**config.mk**
```make
export PLATFORM = sky130hd
export DESIGN_NAME = seven_seg_capture
export DESIGN_NICKNAME = d
export VERILOG_FILES = /design/src/rtl/seven_seg_pkg.sv /design/src/rtl/seven_seg_decode.sv /design/src/rtl/seven_seg_capture.sv
export SDC_FILE = /design/constraint.sdc
export NUM_CORES = 1
export LEC_CHECK = 0
export CORE_MARGIN = 1
export CORE_UTILIZATION = 45
export CTS_BUF_LIST = sky130_fd_sc_hd__clkbuf_8
export DETAILED_ROUTE_END_ITERATION = 6
export PLACE_DENSITY = 0.8
export SLEW_MARGIN = 20
export SYNTH_ARGS = -nofsm -noshare
export SYNTH_HDL_FRONTEND = slang
export SYNTH_SLANG_ARGS = --single-unit
```
**constraint.sdc**
```tcl
create_clock -name clk -period 4.92 [get_ports clk]
set_input_delay 0.984 -clock clk [delete_from_list [all_inputs] [get_ports clk]]
set_output_delay 0.984 -clock clk [all_outputs]
set_load 0.1 [all_outputs]
```
**src/rtl/seven_seg_pkg.sv**
```systemverilog
// Shared definitions for the seven-segment capture block: FSM state
// encoding, segment pattern constants (gfedcba, active-high), the default
// multiplexer strobe period and the pattern-to-hex decode function.
package seven_seg_pkg;

  localparam int unsigned FREQ_DEFAULT = 40000;
  localparam int unsigned SEG_W        = 7;
  localparam int unsigned NIB_W        = 4;
  localparam int unsigned PAIR_W       = 2 * SEG_W;
  localparam int unsigned WD_MIN_W     = 18;

  typedef enum logic {
    WAIT_HI = 1'b0,
    WAIT_LO = 1'b1
  } state_t;

  typedef struct packed {
    logic             known;
    logic [NIB_W-1:0] nibble;
  } digit_t;

  localparam logic [SEG_W-1:0] SEG_0 = 7'h3F;
  localparam logic [SEG_W-1:0] SEG_1 = 7'h06;
  localparam logic [SEG_W-1:0] SEG_2 = 7'h5B;
  localparam logic [SEG_W-1:0] SEG_3 = 7'h4F;
  localparam logic [SEG_W-1:0] SEG_4 = 7'h66;
  localparam logic [SEG_W-1:0] SEG_5 = 7'h6D;
  localparam logic [SEG_W-1:0] SEG_6 = 7'h7D;
  localparam logic [SEG_W-1:0] SEG_7 = 7'h07;
  localparam logic [SEG_W-1:0] SEG_8 = 7'h7F;
  localparam logic [SEG_W-1:0] SEG_9 = 7'h6F;
  localparam logic [SEG_W-1:0] SEG_A = 7'h77;
  localparam logic [SEG_W-1:0] SEG_B = 7'h7C;
  localparam logic [SEG_W-1:0] SEG_C = 7'h39;
  localparam logic [SEG_W-1:0] SEG_D = 7'h5E;
  localparam logic [SEG_W-1:0] SEG_E = 7'h79;
  localparam logic [SEG_W-1:0] SEG_F = 7'h71;

  // Unrecognised patterns (blank included) decode to nibble 0, known 0.
  function automatic digit_t seg_decode(input logic [SEG_W-1:0] pattern);
    digit_t d;
    d.known  = 1'b1;
    d.nibble = 4'h0;
    case (pattern)
      SEG_0:   d.nibble = 4'h0;
      SEG_1:   d.nibble = 4'h1;
      SEG_2:   d.nibble = 4'h2;
      SEG_3:   d.nibble = 4'h3;
      SEG_4:   d.nibble = 4'h4;
      SEG_5:   d.nibble = 4'h5;
      SEG_6:   d.nibble = 4'h6;
      SEG_7:   d.nibble = 4'h7;
      SEG_8:   d.nibble = 4'h8;
      SEG_9:   d.nibble = 4'h9;
      SEG_A:   d.nibble = 4'hA;
      SEG_B:   d.nibble = 4'hB;
      SEG_C:   d.nibble = 4'hC;
      SEG_D:   d.nibble = 4'hD;
      SEG_E:   d.nibble = 4'hE;
      SEG_F:   d.nibble = 4'hF;
      default: d.known  = 1'b0;
    endcase
    return d;
  endfunction

endpackage

```
**src/rtl/seven_seg_decode.sv**
```systemverilog
// Combinational decode of one seven-segment pattern into a hex nibble.
// Ports: pattern (gfedcba) in; nibble_c, known_c out (combinational).
module seven_seg_decode
  import seven_seg_pkg::*;
(
  input  logic [SEG_W-1:0] pattern,
  output logic [NIB_W-1:0] nibble_c,
  output logic             known_c
);

  digit_t dig_c;

  always_comb begin
    dig_c    = seg_decode(pattern);
    nibble_c = dig_c.nibble;
    known_c  = dig_c.known;
  end

endmodule

```
**src/rtl/seven_seg_capture.sv**
```systemverilog
// Reconstructs a hi/lo digit pair from a strobed, multiplexed seven-segment
// bus and watches the strobe for a stale link.
// Ports: clk, rst (sync, active-high); segment[6:0], sig (strobe) in;
//        both7seg[13:7]=hi, [6:0]=lo; pair_valid pulse; hi/lo_nibble and
//        hi/lo_known decode; locked; timeout (sticky until next strobe).
// Build option: define SEVEN_SEG_DECODE_EN to enable the hex decode;
// otherwise the nibble/known outputs read 0.
module seven_seg_capture
  import seven_seg_pkg::*;
#(
  parameter int unsigned FREQ    = FREQ_DEFAULT,
  parameter int unsigned TIMEOUT = 2 * (FREQ + 1)
) (
  input  logic              clk,
  input  logic              rst,
  input  logic [SEG_W-1:0]  segment,
  input  logic              sig,
  output logic [PAIR_W-1:0] both7seg,
  output logic              pair_valid,
  output logic [NIB_W-1:0]  hi_nibble,
  output logic [NIB_W-1:0]  lo_nibble,
  output logic              hi_known,
  output logic              lo_known,
  output logic              locked,
  output logic              timeout
);

  localparam int unsigned TO_BITS = $clog2(TIMEOUT + 1);
  localparam int unsigned WD_W    = (TO_BITS > WD_MIN_W) ? TO_BITS : WD_MIN_W;
  localparam logic [WD_W-1:0] WD_MAX = WD_W'(TIMEOUT);

  state_t              state_q, state_d;
  logic [WD_W-1:0]     wd_q, wd_d;
  logic [PAIR_W-1:0]   word_q, word_d;
  logic                pv_q, pv_d;
  logic                locked_q, locked_d;
  logic                to_q, to_d;

  // State and output registers.
  always_ff @(posedge clk) begin
    if (rst) begin
      state_q  <= WAIT_HI;
      wd_q     <= '0;
      word_q   <= '0;
      pv_q     <= 1'b0;
      locked_q <= 1'b0;
      to_q     <= 1'b0;
    end else begin
      state_q  <= state_d;
      wd_q     <= wd_d;
      word_q   <= word_d;
      pv_q     <= pv_d;
      locked_q <= locked_d;
      to_q     <= to_d;
    end
  end

  // Next state: a strobe always wins over the watchdog expiring.
  always_comb begin
    state_d  = state_q;
    wd_d     = wd_q;
    word_d   = word_q;
    pv_d     = 1'b0;
    locked_d = locked_q;
    to_d     = to_q;
    if (sig) begin
      wd_d = '0;
      to_d = 1'b0;
      if (state_q == WAIT_HI) begin
        word_d[PAIR_W-1:SEG_W] = segment;
        state_d                = WAIT_LO;
      end else begin
        word_d[SEG_W-1:0] = segment;
        pv_d              = 1'b1;
        locked_d          = 1'b1;
        state_d           = WAIT_HI;
      end
    end else begin
      if (wd_q != WD_MAX) begin
        wd_d = wd_q + WD_W'(1);
      end
      // Stale link: drop lock and resynchronise on the next strobe as hi.
      if (wd_d == WD_MAX) begin
        to_d     = 1'b1;
        locked_d = 1'b0;
        state_d  = WAIT_HI;
      end
    end
  end

  assign both7seg   = word_q;
  assign pair_valid = pv_q;
  assign locked     = locked_q;
  assign timeout    = to_q;

  // Decoders read the stored fields so the nibbles track both7seg exactly;
  // a blank pattern decodes to 0/unknown, which ties the outputs off.
  logic [SEG_W-1:0] hi_pat, lo_pat;
`ifdef SEVEN_SEG_DECODE_EN
  assign hi_pat = word_q[PAIR_W-1:SEG_W];
  assign lo_pat = word_q[SEG_W-1:0];
`else
  assign hi_pat = '0;
  assign lo_pat = '0;
`endif

  seven_seg_decode u_dec_hi (
    .pattern  (hi_pat),
    .nibble_c (hi_nibble),
    .known_c  (hi_known)
  );

  seven_seg_decode u_dec_lo (
    .pattern  (lo_pat),
    .nibble_c (lo_nibble),
    .known_c  (lo_known)
  );

endmodule

```
==> impl_metrics.env <==
export IMPL_status="finished, final reports clean"
export IMPL_clk_latency_ns=0.28
export IMPL_ant_nets=0
export IMPL_critPathBufInv=1
export IMPL_grt_pass1_vias=1467
export IMPL_vdd_drop_max_mv=0.175
export IMPL_endpoint="locked"
export IMPL_antenna_found_initial=0
export IMPL_synthTopCellsByArea="dfxtp_1 (38%), a21oi_1 (5.8%), nand2_1 (5.7%)"
export IMPL_die_h_um=66.9
export IMPL_final_util_pct=55.3
export IMPL_syn_area_um2=1890
export IMPL_synth_distinct_cells=54
export IMPL_synth_top_area_share_pct=38.0
export IMPL_fin_crit_sh_pct=56.6
export IMPL_track_usage_pct=19.5
export IMPL_gp_congestion=0.807
export IMPL_max_cap_violations=0
export IMPL_holdBufCountCts=0
export IMPL_portBuffers=26
export IMPL_insertedDiodeCount=0
export IMPL_overflow=0
export IMPL_finClkSkew_ns=0.00312
export IMPL_ys_warnings_count=0
export IMPL_slew_headroom_pct=31.6
export IMPL_coreArea_um2=4030
export IMPL_crit_path_max_incr_delay_ns=1.18
export IMPL_routed_via_density=5.45
export IMPL_ctsLongestPathBuffers=2
export IMPL_path_depth=1
export IMPL_area_growth_syn_to_layout_pct=17.6
export IMPL_r2r_end="state_q$_SDFFE_PP0P_"
export IMPL_dr_pass1_iters=4
export IMPL_drc_errors=0
export IMPL_busiest_layer="met2"
export IMPL_cts_tree="done"
export IMPL_critPathLaunch="locked$_SDFFE_PP0P_"
export IMPL_crit_fanout=2
export IMPL_async_flop_share_pct=0
export IMPL_period_needed_ns=2.79
export IMPL_ys_flop_type="dfxtp_1"
export IMPL_cellLeakagePower_nw=0.785
export IMPL_pin_count=37
export IMPL_dieArea_um2=4470
export IMPL_drive_gt1_share_pct=11.8
export IMPL_worst_hold_slack_ns=0.458
export IMPL_num_vias=1613
export IMPL_hold_class="register to register"
export IMPL_tightest_slew_ns=1.02
export IMPL_avgSynthCellArea_um2=8.42
export IMPL_post_synth_top_count_cell="dfxtp_1"
export IMPL_grtUsageMet1_pct=22.9
export IMPL_min_from="both7seg[11]$_SDFFE_PP0P_"
export IMPL_post_cts_resize_count=0
export IMPL_rrSetupSlack_ns=2.53
export IMPL_synth_top_area_cell="dfxtp_1"
export IMPL_powerDensity_nw_per_um2=304
export IMPL_htreeDepth=2
export IMPL_cts_root_buf="clkbuf_8"
export IMPL_crit_family="buffers and inverters"
export IMPL_fmax_mhz=359
export IMPL_reg2reg_from="wd_q[1]$_SDFF_PP0_"
export IMPL_grt_max_degree=20
export IMPL_ys_ff_latch=36
export IMPL_place_hpwl_um=2780
export IMPL_worstPathRequired_ns=3.94
export IMPL_maxSlewViolCount=0
export IMPL_grt_use_met3_pct=5.65
export IMPL_rows=23
export IMPL_yosysSeqAreaShare_pct=38.0
export IMPL_total_power_uw=676
export IMPL_cts_made_buffers=5
export IMPL_synth_common_cells="dfxtp_1 (36), nand2_1 (29), a21oi_1 (22)"
export IMPL_drt_wl_total_um=3920
export IMPL_worstRegToRegCells=7
export IMPL_clock_sinks=36
export IMPL_grt_pass1_wl_um=6590
export IMPL_cp_slowest_cell="clkdlybuf4s50_1"
export IMPL_rsz0062_at_grt="no"
export IMPL_crit_chain="clkdlybuf4s50_1"
export IMPL_endpoint_kind="output port"
export IMPL_synth_edff_count=0
export IMPL_fillers=388
export IMPL_first_iter_violations=86
export IMPL_arrival_ns=1.80
export IMPL_wire_per_inst_um=13.2
export IMPL_postCtsSetupBuffers=0
export IMPL_path_class="register to output port"
export IMPL_hold_viol=0
export IMPL_initial_utilization_pct=47.0
export IMPL_die_width_um=66.9
export IMPL_netlist_instances=225
export IMPL_critPathLaunchType="register"
export IMPL_nets=257
export IMPL_setup_viol=0
export IMPL_final_setup_tns_ns=0
export IMPL_path_clk_slew_ns=0.07
export IMPL_met2_usage_pct=33.1
final cells by class:
cell class / instances / area, um2 / area share [%]
clock inverter: 3 / 38.8 / 1.74
sequential: 36 / 721 / 32.4
multi-input combinational: 172 / 1060 / 47.6
tap: 50 / 62.6 / 2.81
timing repair buffer: 26 / 260 / 11.7
inverter: 4 / 15.0 / 0.674
clock buffer: 5 / 68.8 / 3.09
through the flow:
| step | instances | setup WS, ns | cell area, um2 |
|---|---|---|---|
| after global placement | 288 | 2.29 | 2120 |
| after CTS | 296 | 2.13 | 2230 |
| after detailed placement | 288 | 2.28 | 2120 |
| final | 296 | 2.13 | 2230 |
| after floorplan | 234 | 2.82 | 1930 |
| after global routing | 296 | 2.08 | 2230 |
cells in the final DEF, fill, tap and decap left out, types with 2 or more instances in the layout:
cell,count
xor2_1,9
nand3b_1,2
conb_1,10
nor3_1,4
nand4_1,4
a21oi_1,22
o21ai_0,5
nor4_2,2
nor2_1,18
nor4_1,3
dfxtp_1,36
clkbuf_8,5
nor2b_1,5
nand4_4,2
inv_1,5
nand2_1,29
or3_1,2
xnor2_1,4
nand3_1,15
or2_2,2
clkdlybuf4s50_1,26
ha_1,2
and3_1,2
nor3_2,2
worst min-delay path by stage:
stage,endpoint,cells past startpoint,slack [ns]
floorplan,wd_q[17]$_SDFF_PP0_,2,0.49
global placement,both7seg[5]$_SDFFE_PP0P_,2,0.45
detailed placement,both7seg[5]$_SDFFE_PP0P_,2,0.45
CTS,both7seg[9]$_SDFFE_PP0P_,2,0.46
global route,both7seg[0]$_SDFFE_PP0P_,2,0.48
finish,both7seg[11]$_SDFFE_PP0P_,2,0.46
worst register-to-register path: cells and delay by family, from the launching register on:
kind                     cells  cell delay (ns)
AO/OA/AOI/OAI                3             0.54
adder cells (fa/ha/maj)      1             0.44
AND/OR/NAND/NOR              3             0.82
flip-flops                   1             0.46
power by group:
part,internal [mW],switching [mW]
registers,0.299,0.00632
logic,0.0237,0.0973
clock network,0.148,0.102
total,0.471,0.205
kinds of logic (layout without fill, tap and decap cells):
family / Yosys count / after routing / synth area share, %
flops: 36 / 36 / 38.0
fa+ha+maj: 2 / 2 / 1.32
compound gates: 39 / 39 / 13.1
buf+inv: 26 / 38 / 7.73
xor+xnor: 13 / 13 / 6.01
other cells: 1 / 10 / 0.198
simple gates: 108 / 108 / 33.6
metal layers:
layer	vias up	wire length [um]
li1	806	-
met1	759	1800
met2	40	1870
met3	8	194
met4	0	56
met5	-	0
sequential cells by signal, summed over array words and instances, names as in the netlist:
register / cells
wd_q: 18
timeout: 1
state_q: 1
pair_valid: 1
locked: 1
both7seg: 14
Note: power is estimated with default switching activity, not from simulation.
